[src/rtl/shift_arbiter_if.sv]
// Two-requester shift bus with a single result channel.
// Both sides use valid/ready handshakes.
interface shift_arbiter_if;
  logic       req0_valid;
  logic [3:0] req0_a;
  logic [1:0] req0_shift;
  logic       req0_dir;
  logic       req0_ready;

  logic       req1_valid;
  logic [3:0] req1_a;
  logic [1:0] req1_shift;
  logic       req1_dir;
  logic       req1_ready;

  logic       res_valid;
  logic [3:0] res_data;
  logic       res_id;
  logic       res_ready;

  modport master (
    output req0_valid, req0_a,
    output req0_shift, req0_dir,
    input  req0_ready,
    output req1_valid, req1_a,
    output req1_shift, req1_dir,
    input  req1_ready,
    input  res_valid, res_data, res_id,
    output res_ready
  );

  modport slave (
    input  req0_valid, req0_a,
    input  req0_shift, req0_dir,
    output req0_ready,
    input  req1_valid, req1_a,
    input  req1_shift, req1_dir,
    output req1_ready,
    output res_valid, res_data, res_id,
    input  res_ready
  );
endinterface

[src/rtl/shift_arbiter.sv]
// Two-requester arbiter sharing one 4-bit logical shifter.
// SHIFT_ARB_ROUND_ROBIN_EN selects round-robin over fixed priority.
module shift_arbiter (
  input  logic           clk,
  input  logic           rst_n,
  shift_arbiter_if.slave bus
);

  typedef enum logic {
    EMPTY,
    FULL
  } state_t;

  state_t     state_q;
  state_t     state_d;
  logic       pref;
  logic       grant0;
  logic       grant1;
  logic       slot_free;
  logic       xfer;
  logic [3:0] sel_a;
  logic [1:0] sel_sh;
  logic       sel_dir;
  logic [3:0] shifted;
  logic [3:0] data_q;
  logic       id_q;

`ifdef SHIFT_ARB_ROUND_ROBIN_EN
  logic ptr_q;

  always_ff @(posedge clk or negedge rst_n) begin
    if (!rst_n) begin
      ptr_q <= 1'b0;
    end else if (xfer) begin
      ptr_q <= ~ptr_q;
    end
  end

  assign pref = ptr_q;
`else
  assign pref = 1'b0;
`endif

  always_comb begin
    grant0 = 1'b0;
    grant1 = 1'b0;
    unique case ({bus.req1_valid, bus.req0_valid})
      2'b11: begin
        grant0 = ~pref;
        grant1 = pref;
      end
      2'b01: grant0 = 1'b1;
      2'b10: grant1 = 1'b1;
      default: ;
    endcase
  end

  // Draining a full slot frees it in the same cycle.
  assign slot_free = (state_q == EMPTY)
                   | bus.res_ready;

  assign bus.req0_ready = grant0 & slot_free;
  assign bus.req1_ready = grant1 & slot_free;
  assign xfer = bus.req0_ready | bus.req1_ready;

  always_comb begin
    sel_a   = bus.req0_a;
    sel_sh  = bus.req0_shift;
    sel_dir = bus.req0_dir;
    if (grant1) begin
      sel_a   = bus.req1_a;
      sel_sh  = bus.req1_shift;
      sel_dir = bus.req1_dir;
    end
  end

  always_comb begin
    shifted = sel_a << sel_sh;
    if (sel_dir) begin
      shifted = sel_a >> sel_sh;
    end
  end

  always_comb begin
    state_d = state_q;
    unique case (state_q)
      EMPTY: begin
        if (xfer) state_d = FULL;
      end
      FULL: begin
        if (xfer) begin
          state_d = FULL;
        end else if (bus.res_ready) begin
          state_d = EMPTY;
        end
      end
      default: state_d = EMPTY;
    endcase
  end

  always_ff @(posedge clk or negedge rst_n) begin
    if (!rst_n) begin
      state_q <= EMPTY;
      data_q  <= 4'b0000;
      id_q    <= 1'b0;
    end else begin
      state_q <= state_d;
      if (xfer) begin
        data_q <= shifted;
        id_q   <= grant1;
      end
    end
  end

  assign bus.res_valid = (state_q == FULL);
  assign bus.res_data  = data_q;
  assign bus.res_id    = id_q;

endmodule

[src/flat_wrapper.sv]
// flat-port wrapper written by rule: the top's interface ports become plain ports
module shift_arbiter_flat 
  (clk, rst_n, bus_req0_valid, bus_req0_a, bus_req0_shift, bus_req0_dir, bus_req0_ready, bus_req1_valid, bus_req1_a, bus_req1_shift, bus_req1_dir, bus_req1_ready, bus_res_valid, bus_res_data, bus_res_id, bus_res_ready);
  shift_arbiter_if bus_i ();
  input  logic clk;
  input  logic rst_n;
  input wire logic [$bits(bus_i.req0_valid)-1:0] bus_req0_valid;
  input wire logic [$bits(bus_i.req0_a)-1:0] bus_req0_a;
  input wire logic [$bits(bus_i.req0_shift)-1:0] bus_req0_shift;
  input wire logic [$bits(bus_i.req0_dir)-1:0] bus_req0_dir;
  output wire logic [$bits(bus_i.req0_ready)-1:0] bus_req0_ready;
  input wire logic [$bits(bus_i.req1_valid)-1:0] bus_req1_valid;
  input wire logic [$bits(bus_i.req1_a)-1:0] bus_req1_a;
  input wire logic [$bits(bus_i.req1_shift)-1:0] bus_req1_shift;
  input wire logic [$bits(bus_i.req1_dir)-1:0] bus_req1_dir;
  output wire logic [$bits(bus_i.req1_ready)-1:0] bus_req1_ready;
  output wire logic [$bits(bus_i.res_valid)-1:0] bus_res_valid;
  output wire logic [$bits(bus_i.res_data)-1:0] bus_res_data;
  output wire logic [$bits(bus_i.res_id)-1:0] bus_res_id;
  input wire logic [$bits(bus_i.res_ready)-1:0] bus_res_ready;
  assign bus_i.req0_valid = bus_req0_valid;
  assign bus_i.req0_a = bus_req0_a;
  assign bus_i.req0_shift = bus_req0_shift;
  assign bus_i.req0_dir = bus_req0_dir;
  assign bus_req0_ready = bus_i.req0_ready;
  assign bus_i.req1_valid = bus_req1_valid;
  assign bus_i.req1_a = bus_req1_a;
  assign bus_i.req1_shift = bus_req1_shift;
  assign bus_i.req1_dir = bus_req1_dir;
  assign bus_req1_ready = bus_i.req1_ready;
  assign bus_res_valid = bus_i.res_valid;
  assign bus_res_data = bus_i.res_data;
  assign bus_res_id = bus_i.res_id;
  assign bus_i.res_ready = bus_res_ready;
  shift_arbiter u_core (.clk(clk), .rst_n(rst_n), .bus(bus_i));
endmodule
[config.mk]
export PLATFORM = sky130hd
export DESIGN_NAME = shift_arbiter_flat
export DESIGN_NICKNAME = d
export VERILOG_FILES = /design/src/rtl/shift_arbiter_if.sv /design/src/rtl/shift_arbiter.sv /design/src/flat_wrapper.sv
export SDC_FILE = /design/constraint.sdc
export NUM_CORES = 1
export LEC_CHECK = 0
export BUFFER_PORTS_ARGS = -buffer_cell sky130_fd_sc_hd__buf_2
export CORE_UTILIZATION = 40
export CTS_BUF_LIST = sky130_fd_sc_hd__clkbuf_16
export DETAILED_ROUTE_END_ITERATION = 6
export PLACE_DENSITY = 0.82
export SETUP_SLACK_MARGIN = 0.5
export SLEW_MARGIN = 20
export SYNTH_ARGS = -nofsm -noshare
export SYNTH_HDL_FRONTEND = slang
export SYNTH_SLANG_ARGS = --single-unit
[constraint.sdc]
create_clock -name clk -period 1 [get_ports clk]
set_input_delay 0.1 -clock clk [delete_from_list [all_inputs] [get_ports clk]]
set_output_delay 0.1 -clock clk [all_outputs]
set_load 0.005 [all_outputs]
==> results of run 1 <==
-- sequential cells by signal, summed over array words and instances, names as in the netlist --
| name | flops |
|---|---|
| u_core.bus.res_data | 4 |
| u_core.bus.res_id | 1 |
| u_core.bus.res_valid | 1 |
-- metrics by stage --
stage | setup slack (ps) | instance area, sq um | std cells
4_1_cts | -223 | 1060 | 134
5_1_grt | -291 | 1090 | 136
6_report | -247 | 1090 | 136
3_5_place_dp | -538 | 871 | 128
3_3_place_gp | -517 | 871 | 128
2_1_floorplan | -260 | 591 | 68
-- final cells by class --
class,instances,area (sq um)
timing repair buffer,53,373
sequential,6,150
clock buffer,3,75.1
multi-input combinational,56,464
tap,15,18.8
fill,82,225
inverter,3,11.3
-- how the worst min path moves through the flow --
stage / from / to / slack (ps) / cells after the start
2_1_floorplan: rst_n / u_core.bus.res_data[0] / -200 / 0
3_3_place_gp: rst_n / u_core.bus.res_id / -70 / 1
3_5_place_dp: rst_n / u_core.bus.res_id / -70 / 1
4_1_cts: rst_n / u_core.bus.res_data[0] / 250 / 2
5_1_grt: rst_n / u_core.bus.res_data[3] / 280 / 2
6_report: rst_n / u_core.bus.res_valid / 250 / 2
-- cells by family (layout without fill, tap and decap cells) --
kind of cell,Yosys count,in the layout,synth area share [%]
and+or+nand+nor,30,30,28.1
AOI/OAI and AO/OA,19,19,26.2
buffers and inverters,6,59,6.15
muxes,7,7,13.2
DFF,6,6,26.4
-- cells in the final DEF, fill, tap and decap left out, types with 2 or more instances in the layout --
| master | count |
|---|---|
| buf_4 | 21 |
| or3_1 | 2 |
| o311ai_1 | 2 |
| a211o_1 | 2 |
| nand2_1 | 7 |
| a31oi_1 | 2 |
| nand3_1 | 2 |
| mux2i_1 | 5 |
| buf_2 | 23 |
| a311oi_2 | 2 |
| clkbuf_16 | 3 |
| o21ai_0 | 2 |
| inv_1 | 3 |
| nor2_1 | 6 |
| buf_6 | 8 |
| dfrtp_1 | 6 |
| and3_1 | 2 |
-- metal layers --
layer	part of all wire, %	vias up
met5	0	-
met4	1.4	0
met3	7.5	4
met2	52	40
met1	39	361
li1	-	366
-- power breakdown --
part	leakage (uW)	internal (uW)	switching, uW
clock network	0.0000370	513	133
registers	0.0000705	281	19.3
logic	0.000446	258	209
-- repair_timing --
action / 4_1_cts / 5_1_grt
buffers inserted: 2 / 2
setup endpoints to repair: 14 / 14
gates resized for setup: 20 / 5
endpoints found under the hold margin: 6 / 0
pin swaps: 3 / 1
hold buffers: 1 / 0
==> results.yml, run 1 <==
worst_setup_path:
  crit_cells: 5
  max_stage_delay_ps: 380
  cp-endpoint: "bus_req1_ready"
  crit_buf_inv: 3
  cp-start-kind: "flip-flop"
  worstPathCellList: "buf_6, nor2b_4, buf_6, nor2_4, buf_2"
  critPathRequiredTime_ps: 900
  cpLargestDelayFamily: "flip-flops"
  reg2reg_slack_ps: -200
  reg2regPathDepth: 4
  r2r-start: "u_core.bus.res_valid"
  endpoint_kind: "primary output"
  r2r-end: "u_core.bus.res_data[0]"
  crit_fanout: 2
  critical_path_class: "reg -> out"
  worst_ep_arrival_time_ps: 1150
  cp_common_cell: "buf_6"
  startpoint: "u_core.bus.res_valid"
  cpMaxStageDelayCell: "dfrtp_1"
logic_synthesis:
  async_flop_share_pct: 100
  synth_cell_types: 33
  yosys.area.top_type_share_pct: 26.4
  seq_area_frac_synth_pct: 26.4
  synthTopCellsByCount: "nand2_1 (8), nor2_1 (8), dfrtp_1 (6), mux2i_1 (6)"
  synth_area_leader_cell: "dfrtp_1"
  ys_ff_latch: 6
  synth_cells: 68
  synthTopCellsByArea: "dfrtp_1 (26%), mux2i_1 (11%), nand2_1 (5.3%)"
  syn_area_per_cell_sq_um: 8.37
  yosysWarnings: 0
  synth_nets: 87
  synth_edf_count: 0
  synthFlopType: "dfrtp_1"
  synth_area_sq_um: 569
layout:
  area_delta_synth_final_pct: 91.9
  drive_gt1_share_pct: 59.5
  nets: 142
  utilization_pct: 82.9
  diodes: 0
status:
  violations: "setup timing"
  status: "finished with violations"
timing:
  max_freq_mhz: 802
  hold_viol: 0
  rsz0062_at_grt: "true"
  finClkSkew_ps: 1.10
  tightest_slew_ps: 323
  slew_violations: 0
  setup_viol: 8
  fin_hold_ws_ps: 245
  relSlewSlack_pct: 78.1
  fin_setup_tns_ps: -1430
  period_share_pct: 125
  min_period_ps: 1250
  post-route-worst-setup-slack_ps: -247
cts:
  worstSkewPairLatency_ps: 230
  h-tree-depth: 1
  path_clk_slew_ps: 30
  clk_path_buf_depth: 2
  root_buffer: "clkbuf_16"
  numCtsBuffers: 3
  cts_tree: "built"
  clock_sinks: 6
global_route:
  gr-usage-met3_pct: 9.66
  grt.total_usage_pct: 29.8
  met1_usage_pct: 33.2
  grt_max_degree: 9
  top_usage_layer: "met2"
  grt_pass1_wl_mm: 3.07
  first_global_vias: 714
  grt_util_met2_pct: 55.7
  grt_overflow: 0
  antenna_found_initial: 0
floorplanning:
  io_pins: 27
  initial_core_util_pct: 43.2
  dieArea_sq_mm: 0.00158
  std_cell_rows: 13
  fp.dieH_um: 39.7
  core_area_sq_mm: 0.00132
  fp.dieW_um: 39.7
place:
  dp_hpwl_mm: 1.39
  io_buffers: 26
  place.gp.congestion: 0.892
routing:
  finalWirelength_mm: 2.05
  wire_per_inst_um: 15.1
  drt_iter0_markers: 8
  vias: 771
  ant_nets: 0
  drc: 0
  first_pass_iters: 4
  via_per_inst: 5.67
job:
  max_cap_violations: 0
power:
  p_total_uw: 1410
  peakVddDrop_uv: 991
  powerDensity_mw_per_mm2: 1290
  p_leak_uw: 0.000554
worst_hold_path:
  hold_class: "in -> async"
(Power assumes the default switching activity.)
==> run 2, diff against run 1 <==
- CORE_AREA: unset -> 2 2 39 41
- CORE_UTILIZATION: 40 -> unset
- DIE_AREA: unset -> 0 0 41 43
- PLACE_DENSITY: 0.82 -> 0.84
- clock period: 1 -> 1.5 ns (I/O delays scaled with it)
==> run 2 against run 1 <==
  * The flow now finishes without violations
  * Combinational power shrank 34%
  * Routed wire length grew 25%
  * Global-route usage grew 0.36 points
  * Critical path depth grew 1
  * Sequential power shrank 33%
  * Sequential cell count is the same
  * Via count grew 5.3%
  * Clock-buffer cell count is the same
  * Core utilization shrank 7.1 points
  * Die area grew 12%
  * Largest power group unchanged
  * Highest routed layer unchanged
==> results.yml, run 2 (synthesized netlist as in run 1, its figures left out) <==
routing:
  drt_iter0_markers: 65
  finalWirelength_mm: 2.56
  via_per_inst: 6.50
  wire_per_inst_um: 20.5
  vias: 812
  drc: 0
  ant_nets: 0
  first_pass_iters: 4
timing:
  hold_viol: 0
  min_period_ps: 1350
  tightest_slew_ps: 405
  rsz0062_at_grt: "true"
  fin_setup_tns_ps: 0
  period_share_pct: 89.8
  finClkSkew_ps: 4.58
  fin_hold_ws_ps: 224
  post-route-worst-setup-slack_ps: 154
  setup_viol: 0
  slew_violations: 0
  relSlewSlack_pct: 72.5
  max_freq_mhz: 743
worst_setup_path:
  r2r-end: "u_core.bus.res_data[0]"
  crit_fanout: 7
  worst_ep_arrival_time_ps: 1470
  cp-start-kind: "input port"
  reg2regPathDepth: 4
  critPathRequiredTime_ps: 1620
  r2r-start: "u_core.bus.res_valid"
  critical_path_class: "in -> reg"
  startpoint: "bus_req0_valid"
  cp-endpoint: "u_core.bus.res_data[2]"
  endpoint_kind: "flip-flop"
  reg2reg_slack_ps: 210
cts:
  worstSkewPairLatency_ps: 230
  h-tree-depth: 1
  root_buffer: "clkbuf_16"
  cts_tree: "built"
  clock_sinks: 6
  path_clk_slew_ps: 40
  clk_path_buf_depth: 2
  numCtsBuffers: 3
global_route:
  grt_pass1_wl_mm: 3.58
  antenna_found_initial: 0
  grt.total_usage_pct: 30.2
  grt_max_degree: 8
  grt_overflow: 0
  first_global_vias: 739
layout:
  final_cell_mix: "buf_2 (23), buf_4 (10), nor2_1 (8), nand2_1 (8)"
  utilization_pct: 75.8
  drive_gt1_share_pct: 56.0
  nets: 130
  area_delta_synth_final_pct: 84.2
  mostFrequentLayoutCell: "buf_2"
  final_area_sq_mm: 0.00105
  diodes: 0
  largest_reg_flops: 4
  nFillCells: 83
floorplanning:
  core_area_sq_mm: 0.00138
  dieArea_sq_mm: 0.00176
  fp.dieH_um: 43
  std_cell_rows: 14
  initial_core_util_pct: 41.1
  fp.dieW_um: 41
  io_pins: 27
power:
  powerDensity_mw_per_mm2: 908
  peakVddDrop_uv: 717
  p_leak_uw: 0.000492
worst_hold_path:
  hold_class: "in -> reg"
  hold-path-cell-count: 3
place:
  place.gp.congestion: 0.828
  placed_area_sq_um: 748
  dp_hpwl_mm: 1.29
  dp_worst_setup_slack_ps: -103
  io_buffers: 26
status:
  status: "completed"
job:
  max_cap_violations: 0
run 2: worst min path at each step:
stage                        start                endpoint
floorplan                    rst_n  u_core.bus.res_data[0]
global placement             rst_n       u_core.bus.res_id
detailed placement           rst_n       u_core.bus.res_id
CTS                 bus_req1_valid    u_core.bus.res_valid
global route         bus_res_ready       u_core.bus.res_id
finish               bus_res_ready       u_core.bus.res_id
run 2: what timing repair did:
| action | CTS | global route |
|---|---|---|
| hold buffers | 1 | 0 |
| pin swaps | 5 | 2 |
| resized for setup | 24 | 10 |
| buffers inserted | 4 | 3 |
| hold endpoints to repair | 6 | 0 |
| setup endpoints to repair | 6 | 7 |
run 2: final cells by class:
cell class	count	area (sq um)	share of cell area (%)
inverters	3	11.3	1.07
flip-flops and latches	6	150	14.3
multi-input cells	56	509	48.6
clock buffers	3	75.1	7.16
well taps	16	20.0	1.91
repair buffers	41	283	27.0
run 2: power breakdown:
part	total, uW	internal (uW)	switching [uW]
clock	441	343	98.2
combinational	310	155	155
sequential	201	187	14.2
run 2: worst max-delay path, stage by stage:
cell and delay [ps]:
buf_8 100, and2b_4 260, mux2_4 350, o311ai_1 130, o311ai_1 190, a31oi_1 280
run 2: per-stage QoR:
stage               std cells  power (uW)
floorplan                  68         311
global placement          114         395
detailed placement        114         401
CTS                       122         892
global route              125         990
finish                    125         952
run 2: per-layer routing:
metal  GRT usage (%)  wire [um]
met1            38.4        932
met2            50.0       1210
met3            6.81        341
met4            6.00         75
met5               0          0
